### src/rtl/divider_pkg.sv
// divider_pkg: shared state encoding and default widths for the sequential divider.
package divider_pkg;
    typedef enum logic [2:0] {IDLE, PREP, CALC, FIX, DONE} state_t;
    localparam int DEF_DIVIDEND_WIDTH = 32;
    localparam int DEF_DIVISOR_WIDTH  = 32;
endpackage

### src/rtl/div_step.sv
// div_step: one unsigned restoring shift-subtract iteration.
module div_step #(
    parameter int W = 32
) (
    input  logic [W:0]   partial,
    input  logic [W-1:0] divisor,
    output logic [W-1:0] rem_next,
    output logic         q_bit
);
    logic [W:0] diff;
    // partial < 2*divisor, so a clear top bit means the subtraction fits
    assign diff     = partial - {1'b0, divisor};
    assign q_bit    = ~diff[W];
    assign rem_next = q_bit ? diff[W-1:0] : partial[W-1:0];
endmodule

### src/rtl/seq_divider.sv
// seq_divider: multi-cycle signed/unsigned restoring divider with valid/ready handshakes.
module seq_divider
    import divider_pkg::*;
#(
    parameter int DIVIDEND_WIDTH = DEF_DIVIDEND_WIDTH,
    parameter int DIVISOR_WIDTH  = DEF_DIVISOR_WIDTH
) (
    input  logic                      clk,
    input  logic                      rst_n,
    input  logic                      in_valid,
    output logic                      in_ready,
    input  logic                      is_signed,
    input  logic [DIVIDEND_WIDTH-1:0] dividend,
    input  logic [DIVISOR_WIDTH-1:0]  divisor,
    output logic                      out_valid,
    input  logic                      out_ready,
    output logic [DIVIDEND_WIDTH-1:0] quotient,
    output logic [DIVISOR_WIDTH-1:0]  remainder,
    output logic                      div_by_zero,
    output logic                      overflow,
    output logic                      busy
);
    localparam int N  = DIVIDEND_WIDTH;
    localparam int D  = DIVISOR_WIDTH;
    localparam int CW = (N > 1) ? $clog2(N) : 1;

    if (D > N) begin : g_width_check
        $error("DIVISOR_WIDTH must not exceed DIVIDEND_WIDTH");
    end

    state_t          state;
    logic [CW-1:0]   cnt;
    logic [D-1:0]    dsr;
    logic            sgn;
    logic            q_neg;
    logic            r_neg;
    logic [D-1:0]    rem_next;
    logic            q_bit;

    assign in_ready = state == IDLE;
    assign busy     = state != IDLE;

    // quotient doubles as the dividend shift register and remainder as the partial remainder
    div_step #(.W(D)) u_step (
        .partial  ({remainder, quotient[N-1]}),
        .divisor  (dsr),
        .rem_next (rem_next),
        .q_bit    (q_bit)
    );

    always_ff @(posedge clk or negedge rst_n) begin
        if (!rst_n) begin
            state       <= IDLE;
            cnt         <= '0;
            dsr         <= '0;
            sgn         <= 1'b0;
            q_neg       <= 1'b0;
            r_neg       <= 1'b0;
            out_valid   <= 1'b0;
            quotient    <= '0;
            remainder   <= '0;
            div_by_zero <= 1'b0;
            overflow    <= 1'b0;
        end else begin
            case (state)
                IDLE: if (in_valid) begin
                    quotient    <= dividend;
                    dsr         <= divisor;
                    sgn         <= is_signed;
                    div_by_zero <= 1'b0;
                    overflow    <= 1'b0;
                    state       <= PREP;
                end
                PREP: if (dsr == '0) begin
                    div_by_zero <= 1'b1;
                    remainder   <= quotient[D-1:0];
                    quotient    <= '1;
                    out_valid   <= 1'b1;
                    state       <= DONE;
                end else if (sgn && quotient == {1'b1, {(N-1){1'b0}}} && &dsr) begin
                    overflow  <= 1'b1;
                    remainder <= '0;
                    out_valid <= 1'b1;
                    state     <= DONE;
                end else begin
                    quotient  <= (sgn && quotient[N-1]) ? -quotient : quotient;
                    dsr       <= (sgn && dsr[D-1]) ? -dsr : dsr;
                    q_neg     <= sgn && (quotient[N-1] ^ dsr[D-1]);
                    r_neg     <= sgn && quotient[N-1];
                    remainder <= '0;
                    cnt       <= '0;
                    state     <= CALC;
                end
                CALC: begin
                    remainder <= rem_next;
                    quotient  <= {quotient[N-2:0], q_bit};
                    cnt       <= (cnt == CW'(N - 1)) ? '0 : cnt + 1'b1;
                    state     <= (cnt == CW'(N - 1)) ? FIX : CALC;
                end
                FIX: begin
                    quotient  <= q_neg ? -quotient : quotient;
                    remainder <= r_neg ? -remainder : remainder;
                    out_valid <= 1'b1;
                    state     <= DONE;
                end
                DONE: if (out_ready) begin
                    out_valid <= 1'b0;
                    state     <= IDLE;
                end
                default: state <= IDLE;
            endcase
        end
    end
endmodule

### config.mk
export PLATFORM = sky130hd
export DESIGN_NAME = seq_divider
export DESIGN_NICKNAME = d
export VERILOG_FILES = /design/src/rtl/divider_pkg.sv /design/src/rtl/div_step.sv /design/src/rtl/seq_divider.sv
export SDC_FILE = /design/constraint.sdc
export NUM_CORES = 1
export LEC_CHECK = 0
export CORE_UTILIZATION = 30
export CTS_CLUSTER_DIAMETER = 50
export DETAILED_ROUTE_END_ITERATION = 6
export GPL_TIMING_DRIVEN = 1
export HOLD_SLACK_MARGIN = 0.03
export PLACE_DENSITY_LB_ADDON = 0.05
export SLEW_MARGIN = 20
export SYNTH_ARGS = -nofsm -noshare
export SYNTH_HDL_FRONTEND = slang
export SYNTH_SLANG_ARGS = --single-unit
### constraint.sdc
create_clock -name clk -period 4.7 [get_ports clk]
set_input_delay 0.705 -clock clk [delete_from_list [all_inputs] [get_ports clk]]
set_output_delay 0.705 -clock clk [all_outputs]
set_load 0.05 [all_outputs]
==> results of run 1 <==
-- cells by family after synthesis --
family	after synthesis	share of synthesized area
compound gates	436	0.313
xor+xnor	31	0.0291
fa+ha+maj	39	0.0531
buf+inv	141	0.0607
flops	110	0.295
mux	24	0.0263
simple gates	424	0.223
-- registers in the layout (all words and copies together) (netlist names), 3 cells and up --
name       flops
dsr           32
quotient      32
state          3
remainder     32
cnt            5
-- metrics by stage --
step / hold slack (ps) / util / std cells / power [mW]
2_1_floorplan: 409 / - / 1205 / 6.21
3_3_place_gp: 467 / 0.362 / 1678 / 8.23
3_5_place_dp: 471 / 0.362 / 1678 / 8.21
4_1_cts: 493 / 0.373 / 1694 / 9.15
5_1_grt: 512 / 0.374 / 1695 / 9.84
6_report: 463 / 0.374 / 1695 / 9.14
-- per-layer routing --
metal,part of all wire,vias up,GRT usage
met5,0,-,0
met4,0.025,0,0.0724
met3,0.047,44,0.0307
met2,0.45,285,0.368
met1,0.48,4812,0.339
li1,-,4736,-
-- how the worst max path moves through the flow --
| stage | start | to | slack [ps] | depth (start not counted) |
|---|---|---|---|---|
| 2_1_floorplan | quotient[31] | remainder[19] | 810 | 14 |
| 3_3_place_gp | dsr[1] | quotient[7] | 730 | 12 |
| 3_5_place_dp | dsr[1] | quotient[19] | 590 | 11 |
| 4_1_cts | dsr[1] | quotient[19] | 560 | 11 |
| 5_1_grt | dsr[1] | quotient[19] | 240 | 11 |
| 6_report | dsr[1] | quotient[19] | 550 | 11 |
-- layout make-up --
type	count	area [um^2]
inverter	51	191
sequential	110	2750
tap	396	495
multi-input combinational	954	6030
clock buffer	9	225
clock inverter	7	114
timing repair buffer	168	1620
fill	3261	19200
-- power breakdown --
group / leakage, nW / switching, mW / total [mW] / internal [mW]
Sequential: 1.36 / 0.811 / 2.16 / 1.35
Combinational: 2.98 / 3.83 / 6.07 / 2.24
Clock: 0.165 / 0.424 / 0.906 / 0.482
Total: 4.51 / 5.07 / 9.14 / 4.07
-- critical path, cell delays in order, from the launching register on --
cell and delay (ps):
dfrtp_1 450, inv_1 110, ha_1 190, nor3b_1 340
nand3_1 270, nor3_1 520, nor4b_2 480, a21oi_1 190
o21ai_1 110, and3_2 850, o21ai_0 210, a22o_1 280
-- cell usage in the layout, fill, tap and decap left out, types with 12 or more instances in the layout --
cell type / instances
a211oi_1: 17
a21o_1: 13
a21oi_1: 91
a22o_1: 28
a22oi_1: 36
a31oi_1: 25
buf_4: 31
clkdlybuf4s50_1: 136
dfrtp_1: 110
ha_1: 38
inv_1: 50
mux2i_1: 20
nand2_1: 119
nand3_1: 36
nand4_1: 19
nor2_1: 98
nor3_1: 47
nor4_1: 15
o21ai_0: 88
o221ai_1: 24
o22ai_1: 16
o311ai_0: 13
o31ai_1: 12
or3_1: 23
xnor2_1: 23
==> results.md, run 1 <==
- Vias: a little under 10000
- # clock sinks: 110
- # IOs: roughly 140
- Post-Route WL: roughly 37000 um
- Die area: ~32000 um^2
- Drc violations: 0
- Req. time, crit path: 4960 ps
- Final worst-path cycle share: 0.883
- VDD IR max: roughly 0.00030 V
- Hpwl dp: 27800 um
- Lkg Pwr: between 4 and 5 nW
- Fin. Hold Viols: 0
- Final Critical Period: ~4200 ps
- Worst Path Max Fanout: 56
- TritonCTS Buffers: 9
- Nets: around 1400
- DP Area: about 11000 um^2
- Largest net degree at the start of global routing: 64
- Dominant synthesized flop cell: dfrtp_1
- All-Layer GR Usage: 0.237
- Reg2reg path depth: 11
- Final Cell Area: around 11000 um^2
- Routed Antenna Nets: 0
- Pre-CTS WS: 590 ps
- Grt ovf: 0
- DR pass1 iterations: 6
- Min-delay worst type: in -> async
- Max Cap Viol: 0
- Cell taking the most area after synthesis: dfrtp_1
- Seq/Total Area, Yosys: 0.295
- First-pass GRT wire length: around 58000 um
- I/O Buffers: about 140
- Mapped Area: around 9300 um^2
- DIE WIDTH: 178 um
- R2R Setup Slk: around 550 ps
- Reg2reg end: quotient[19]
- Setup TNS Final: 0 ps
- Vias in the first global route: between 9000 and 10000
- Critical path type: reg -> reg
- Clock tree from TritonCTS: done
- Gpl congestion: about 0.89
- Yosys warnings: 0
- Routed vias/inst: just under 6
- Ranking of synthesized cells by area: dfrtp_1 29%, ha_1 5.1%, a21oi_1 4.9%
- Drt initial violations: 884
- Syn_nets: around 1300
- Slew Viols, Final: 0
- RSZ-0062 raised after global routing: no
- CTS Root Cell: clkbuf_16
- Clk_skew: approximately 14 ps
- Yosys cell types: 74
- Cts hold-fix bufs: 0
- Starting Density: 0.305
- Pwr/cell area: around 800 nW/um^2
- Commonest cells post-synth: 119 x nand2_1, 110 x dfrtp_1, 100 x nor2_1
- Layout Area Growth over Synthesis: 22.5%
- Setup slack after layout: about 550 ps
- Async S/R FF share, synth: 1.00
- Core ar.: approximately 30000 um^2
- Clk Latency, worst-skew pair: 370 ps
- Post-synthesis area per instance: 7.74 um^2
- Count of state elements after synthesis: 110
- Run status: finished, final reports clean
- Worst-Margin Slew: between 1000 and 1500 ps
- Worst EP arrival: 4410 ps
- Fmax: roughly 0.24 GHz
- Resized Gates After CTS: 0
- Die Height: 178 um
- WL/cell: 22.0 um
- Number of synthesized flops with an enable pin: 0
- # Post-CTS Setup Buffers: 0
- Synth top area share: 0.295
- FP Rows: 64
- CP Capture Type: flop
- Most common cell in the netlist: nand2_1
- Layout cells sized above 1: 0.0570
- Syn Inst Count: approximately 1200
- Htree depth: 3
- Critical Path Start Type: flop
- Slew headroom: 0.333
- Worst r2r src: dsr[1]
- Clk pin slew, worst setup/hold paths: roughly 90 ps
- # setup viols final: 0
- Initial antenna violation count: 0
- CTS Buffer Depth: 2
- # diodes: 0
No activity file was read; power rests on OpenSTA's default activity.
==> run 2: changes to the inputs <==
--- a/config.mk
+++ b/config.mk
@@ -5,6 +5,7 @@
 export SDC_FILE = /design/constraint.sdc
 export NUM_CORES = 1
 export LEC_CHECK = 0
+export CORE_MARGIN = 5
 export CORE_UTILIZATION = 30
 export CTS_CLUSTER_DIAMETER = 50
 export DETAILED_ROUTE_END_ITERATION = 6
==> run 2 against run 1 <==
First-iteration DRC count fell by 6.7%. Critical endpoint is now remainder[15]. Setup slack improved by 130 ps. Hold slack improved by 17 ps.
==> results.md, run 2 (same netlist as run 1, synthesis figures left out) <==
- Run status: finished, final reports clean
- CP Capture Type: flop
- Largest regs: dsr (32), quotient (32), remainder (32)
- Clock power share: 0.094 (-0.005)
- Most frequent cells in the layout: 136 x clkdlybuf4s50_1, 119 x nand2_1, 110 x dfrtp_1, 98 x nor2_1, 91 x a21oi_1
- Critical Path Start Type: flop
- Routed vias/inst: 5.84 (+0.28%)
- Max Cap Viol: 0 (unchanged)
- RSZ-0062 raised after global routing: no
- # IOs: 138 (unchanged)
- Layout cells sized above 1: 0.0533 (-0.00364)
- Fmax: 0.249 GHz (+3.2%)
- Min-delay worst type: in -> async
- Layout Area Growth over Synthesis: 21.8%
- Placed cell count: 1673 (-0.30%)
- Lkg Pwr: 4.47 nW (-0.84%)
- All-Layer GR Usage: 0.210 (-0.0267)
- Combinational power share: 0.663 (-0.002)
- Vias in the first global route: 9621 (+1.9%)
- Nets: 1397 (-0.36%)
- Pre-CTS WS: 645 ps (+55.1 ps)
- Vias: 9875 (-0.020%)
- Int Pwr: 3.99 mW (-2.2%)
- Worst r2r src: dsr[0]
- R2R Setup Slk: 680 ps (+130 ps)
- WL/cell: 22.4 um (+1.7%)
- Grt ovf: 0 (unchanged)
- Resized Gates After CTS: 0 (unchanged)
- Reg2reg path depth: 12 (+1)
- DIE WIDTH: 186 um (+4.5%)
- Starting Density: 0.304 (-0.000796)
- Reg2reg end: remainder[15]
- DR pass1 iterations: 5 (-1)
- Largest net degree at the start of global routing: 68 (+6.3%)
- Clk Latency, worst-skew pair: 370 ps (about the same)
- Cts hold-fix bufs: 0 (unchanged)
- Setup TNS Final: 0 ps (unchanged)
- Req. time, crit path: 4900 ps (-60 ps)
- Pwr/cell area: 796 nW/um^2 (-0.40%)
- Clock tree from TritonCTS: done
- Post-Route WL: 37800 um (+1.4%)
- First-pass GRT wire length: 59100 um (+2.7%)
- Final Critical Period: 4020 ps (-127 ps)
- Clk pin slew, worst setup/hold paths: 90 ps (about the same)
- Initial antenna violation count: 0 (unchanged)
- Fillers: 3206 (-1.7%)
- Final worst-path cycle share: 0.856 (-0.0270)
- FP Rows: 64 (unchanged)
- Slew Viols, Final: 0 (unchanged)
- Fin. Hold Viols: 0 (unchanged)
- Htree depth: 3 (unchanged)
- Clk_skew: 20.2 ps (+5.97 ps)
- # setup viols final: 0 (unchanged)
- # clock sinks: 110 (unchanged)
- I/O Buffers: 137 (unchanged)
- Drc violations: 0 (unchanged)
- Worst-Margin Slew: 998 ps (-2.82 ps)
- Most common cell after layout, fill and taps aside: clkdlybuf4s50_1
- Die area: 34700 um^2 (+9.2%)
- Slew headroom: 0.335 (+0.00188)
- Routed Antenna Nets: 0 (unchanged)
- Hpwl dp: 28600 um (+2.8%)
- # diodes: 0 (unchanged)
- CTS Buffer Depth: 2 (unchanged)
- Sequential Power Share: 0.243 (+0.007)
- CTS Root Cell: clkbuf_16
- VDD IR max: 0.000353 V (+18%)
- Util after Layout: 0.371 (-0.00314)
- Drt initial violations: 825 (-6.7%)
- # Post-CTS Setup Buffers: 0 (unchanged)
- Switch Pwr: 5.07 mW (about the same)
- Worst Path Max Fanout: 22 (-61%)
- Hold Worst Slack: 480 ps (+16.7 ps)
- Worst EP arrival: 4220 ps (-190 ps)
- Core ar.: 30700 um^2 (+0.26%)
- Die Height: 186 um (+4.5%)
- TritonCTS Buffers: 9 (unchanged)
- Switch share: 0.560 (+0.00537)
- Gpl congestion: 0.850 (-4.0%)
- Non-filler cells, final: 1690 (-0.29%)
- Setup slack after layout: 677 ps (+127 ps)
- Critical path type: reg -> reg
[run 2: changes by cell type in the layout (fill, tap and decap cells not counted), sizes merged]
cell    delta
bufinv     -1
buf        -5
clkinv     +1
[run 2: cell type report]
cell class                 instances  area, um^2  area share
clock buffer                       9         225      0.0198
clock inverter                     7        88.8     0.00782
inverter                          51         191      0.0168
multi-input combinational        954        6040       0.531
sequential                       110        2750       0.242
tap                              396         495      0.0436
timing repair buffer             163        1580       0.139
[run 2: power groups by stage]
stage                     Clock (mW)  Sequential (mW)  Combinational, mW
after CTS                      0.877             2.19               6.01
after global placement             0             2.22               5.99
after global routing           0.909             2.27               6.56
after detailed placement           0             2.21               5.99
after floorplan                    0             2.56               3.65
final                          0.851             2.20               6.01
[run 2: stage by stage]
step | power (mW) | area (um^2)
global placement | 8.21 | 11000
detailed placement | 8.20 | 11000
floorplan | 6.21 | 9330
global route | 9.74 | 11400
CTS | 9.08 | 11300
finish | 9.05 | 11400
[run 2: worst max path at each step]
stage | to | startpoint | depth (start not counted)
detailed placement | quotient[9] | dsr[1] | 11
CTS | quotient[9] | dsr[1] | 11
global route | remainder[29] | dsr[0] | 12
finish | remainder[15] | dsr[0] | 12
global placement | quotient[19] | dsr[1] | 11
floorplan | remainder[19] | quotient[31] | 14
[run 2: worst max-delay path, stage by stage (launching register included)]
cell       delay [ps]
dfrtp_1           440
ha_1              220
fa_1              390
nor2b_1           260
o2111ai_1         180
a211oi_1          390
a31oi_1           240
o41ai_1           540
nor3_2            180
nor2_4            230
buf_4             370
mux2i_1           240
o221ai_1          140
[run 2: metal layers]
layer | up-vias | track usage | wire length, um
li1 | 4734 | - | -
met2 | 291 | 0.335 | 17600
met4 | 0 | 0.0384 | 543
met1 | 4818 | 0.304 | 17800
met5 | - | 0 | 0
met3 | 32 | 0.0336 | 1850
==> run 3: changes to the inputs <==
--- a/config.mk
+++ b/config.mk
@@ -7,6 +7,7 @@
 export LEC_CHECK = 0
 export CORE_MARGIN = 5
 export CORE_UTILIZATION = 30
+export CTS_BUF_LIST = sky130_fd_sc_hd__clkbuf_4
 export CTS_CLUSTER_DIAMETER = 50
 export DETAILED_ROUTE_END_ITERATION = 6
 export GPL_TIMING_DRIVEN = 1
==> run 3 against run 2 <==
Combinational power about the same. Non-clock buffer count unchanged. Largest cell class unchanged. Cell area down 1.4%. Clock skew up 27 ps.
==> results.md, run 3 (same netlist as run 1, synthesis figures left out) <==
- # setup viols final: 0 (unchanged)
- Pwr/cell area: 782 nW/um^2 (-1.8%)
- Clock power share: 0.066 (-0.028)
- CTS Root Cell: clkbuf_4
- Hpwl dp: 28600 um (unchanged)
- Layout cells sized above 1: 0.0533 (unchanged)
- All-Layer GR Usage: 0.211 (+0.000315)
- Sequential Power Share: 0.250 (+0.007)
- Gpl congestion: 0.850 (unchanged)
- DIE WIDTH: 186 um (unchanged)
- Most common cell after layout, fill and taps aside: clkdlybuf4s50_1
- # clock sinks: 110 (unchanged)
- Min-delay worst type: in -> async
- Fillers: 3224 (+0.56%)
- Most frequent cells in the layout: 136 x clkdlybuf4s50_1, 119 x nand2_1, 110 x dfrtp_1, 98 x nor2_1, 91 x a21oi_1
- Resized Gates After CTS: 0 (unchanged)
- Max stage delay cell, worst path: o41ai_1
- Req. time, crit path: 5070 ps (+170 ps)
- Combinational power share: 0.684 (+0.021)
- Fin. Hold Viols: 0 (unchanged)
- Final Critical Period: 4070 ps (+45.2 ps)
- Critical path type: reg -> reg
- Switch share: 0.575 (+0.0152)
- Grt peak-use layer: met2
- First-pass GRT wire length: 59000 um (-0.15%)
- Lkg Pwr: 4.40 nW (-1.6%)
- Starting Density: 0.304 (unchanged)
- FP Rows: 64 (unchanged)
- TritonCTS Buffers: 9 (unchanged)
- Final worst-path cycle share: 0.866 (+0.00961)
- Slew Viols, Final: 0 (unchanged)
- CTS Buffer Depth: 2 (unchanged)
- Switch Pwr: 5.04 mW (-0.51%)
- # Post-CTS Setup Buffers: 0 (unchanged)
- Initial antenna violation count: 1 (+1)
- CP Capture Type: flop
- Die Height: 186 um (unchanged)
- Vias: 9842 (-0.33%)
- Vias in the first global route: 9583 (-0.39%)
- CP cell instances: ha_1, fa_1, nor2b_1, o2111ai_1, a211oi_1, a31oi_1, o41ai_1, nor3_2, nor2_4, buf_4, mux2i_1, o221ai_1
- WL/cell: 22.4 um (about the same)
- Setup TNS Final: 0 ps (unchanged)
- Nets: 1397 (unchanged)
- VDD IR max: 0.000353 V (about the same)
- Grt ovf: 0 (unchanged)
- Critical Path Start Type: flop
- Fmax: 0.246 GHz (-1.1%)
- Util after Layout: 0.366 (-0.00506)
- Core ar.: 30700 um^2 (unchanged)
- Run status: finished, final reports clean
- Drt initial violations: 836 (+1.3%)
- Post-Route WL: 37900 um (+0.13%)
- I/O Buffers: 137 (unchanged)
- Worst-Margin Slew: 1000 ps (+1.85 ps)
- Drc violations: 0 (unchanged)
- Largest net degree at the start of global routing: 68 (unchanged)
- Layout Area Growth over Synthesis: 20.1%
- Int Pwr: 3.73 mW (-6.5%)
- M3 GR Usage: 0.0333 (-0.000374)
- Worst EP arrival: 4430 ps (+210 ps)
- Routed Antenna Nets: 0 (unchanged)
- Cts hold-fix bufs: 0 (unchanged)
- Htree depth: 3 (unchanged)
- DR pass1 iterations: 5 (unchanged)
- Clk pin slew, worst setup/hold paths: 210 ps (+120 ps)
- Routed vias/inst: 5.82 (-0.39%)
- Clk_skew: 47.2 ps (+27.0 ps)
- Max Cap Viol: 0 (unchanged)
- Die area: 34700 um^2 (unchanged)
- Clock tree from TritonCTS: done
- Largest regs: dsr (32), quotient (32), remainder (32)
- Clk Latency, worst-skew pair: 550 ps (+180 ps)
- Slew headroom: 0.333 (-0.00123)
- Worst Path Max Fanout: 22 (unchanged)
- GR met1 Demand/Resource: 0.306 (+0.00209)
- # IOs: 138 (unchanged)
- Worst stage delay on the critical path: 530 ps (about the same)
- Met2 Usage GRT: 0.335 (about the same)
- RSZ-0062 raised after global routing: no
==> run 3: worst paths after layout <==
kind / from / end / slack (ps) / depth (start not counted)
max in group asynchronous: rst_n / remainder[14] / 3520 / 2
hold / removal: rst_n / quotient[6] / 290 / 1
hold reg to reg: cnt[3] / cnt[3] / 500 / 1
min in group clk: cnt[3] / cnt[3] / 500 / 1
setup / recovery: dsr[0] / remainder[15] / 630 / 12
setup reg to reg: dsr[0] / remainder[15] / 630 / 12
==> run 3: layout make-up <==
type,instances,area [um^2],share of cell area
clock buffer,9,67.6,0.00603
clock inverter,7,88.8,0.00792
tap,396,495,0.0442
sequential,110,2750,0.246
inverter,51,191,0.0171
multi-input combinational,954,6040,0.538
antenna,1,2.50,0.000223
timing repair buffer,163,1580,0.141
==> run 3: power groups by stage <==
stage                     registers (mW)  logic, mW  clock network, mW
after floorplan                     2.56       3.65                  0
after global placement              2.22       5.99                  0
after detailed placement            2.21       5.99                  0
after CTS                           2.19       6.01              0.592
after global routing                2.27       6.56              0.623
final                               2.19       6.00              0.574
==> run 3: routing by layer <==
metal  up-vias  part of all wire
li1       4729                 -
met1      4797              0.47
met2       287              0.46
met3        29             0.050
met4         0             0.015
met5         -                 0
==> run 3: stage by stage <==
step                setup slack (ps)  power [mW]  hold WS, ps  cells  area [um^2]
finish                           632        8.77          292   1691        11200
global route                     213        9.45          316   1691        11200
CTS                              578        8.79          305   1689        11200
floorplan                        812        6.21          409   1205         9330
detailed placement               645        8.20          477   1673        11000
global placement                 811        8.21          467   1673        11000
==> run 3: worst max-delay path, delay by kind of cell, from the launching register on <==
kind | cells | cell delay, ps
AOI/OAI and AO/OA | 5 | 1480
and+or+nand+nor | 3 | 680
adders and majority gates | 2 | 610
DFF | 1 | 480
buffers and inverters | 1 | 380
muxes | 1 | 240
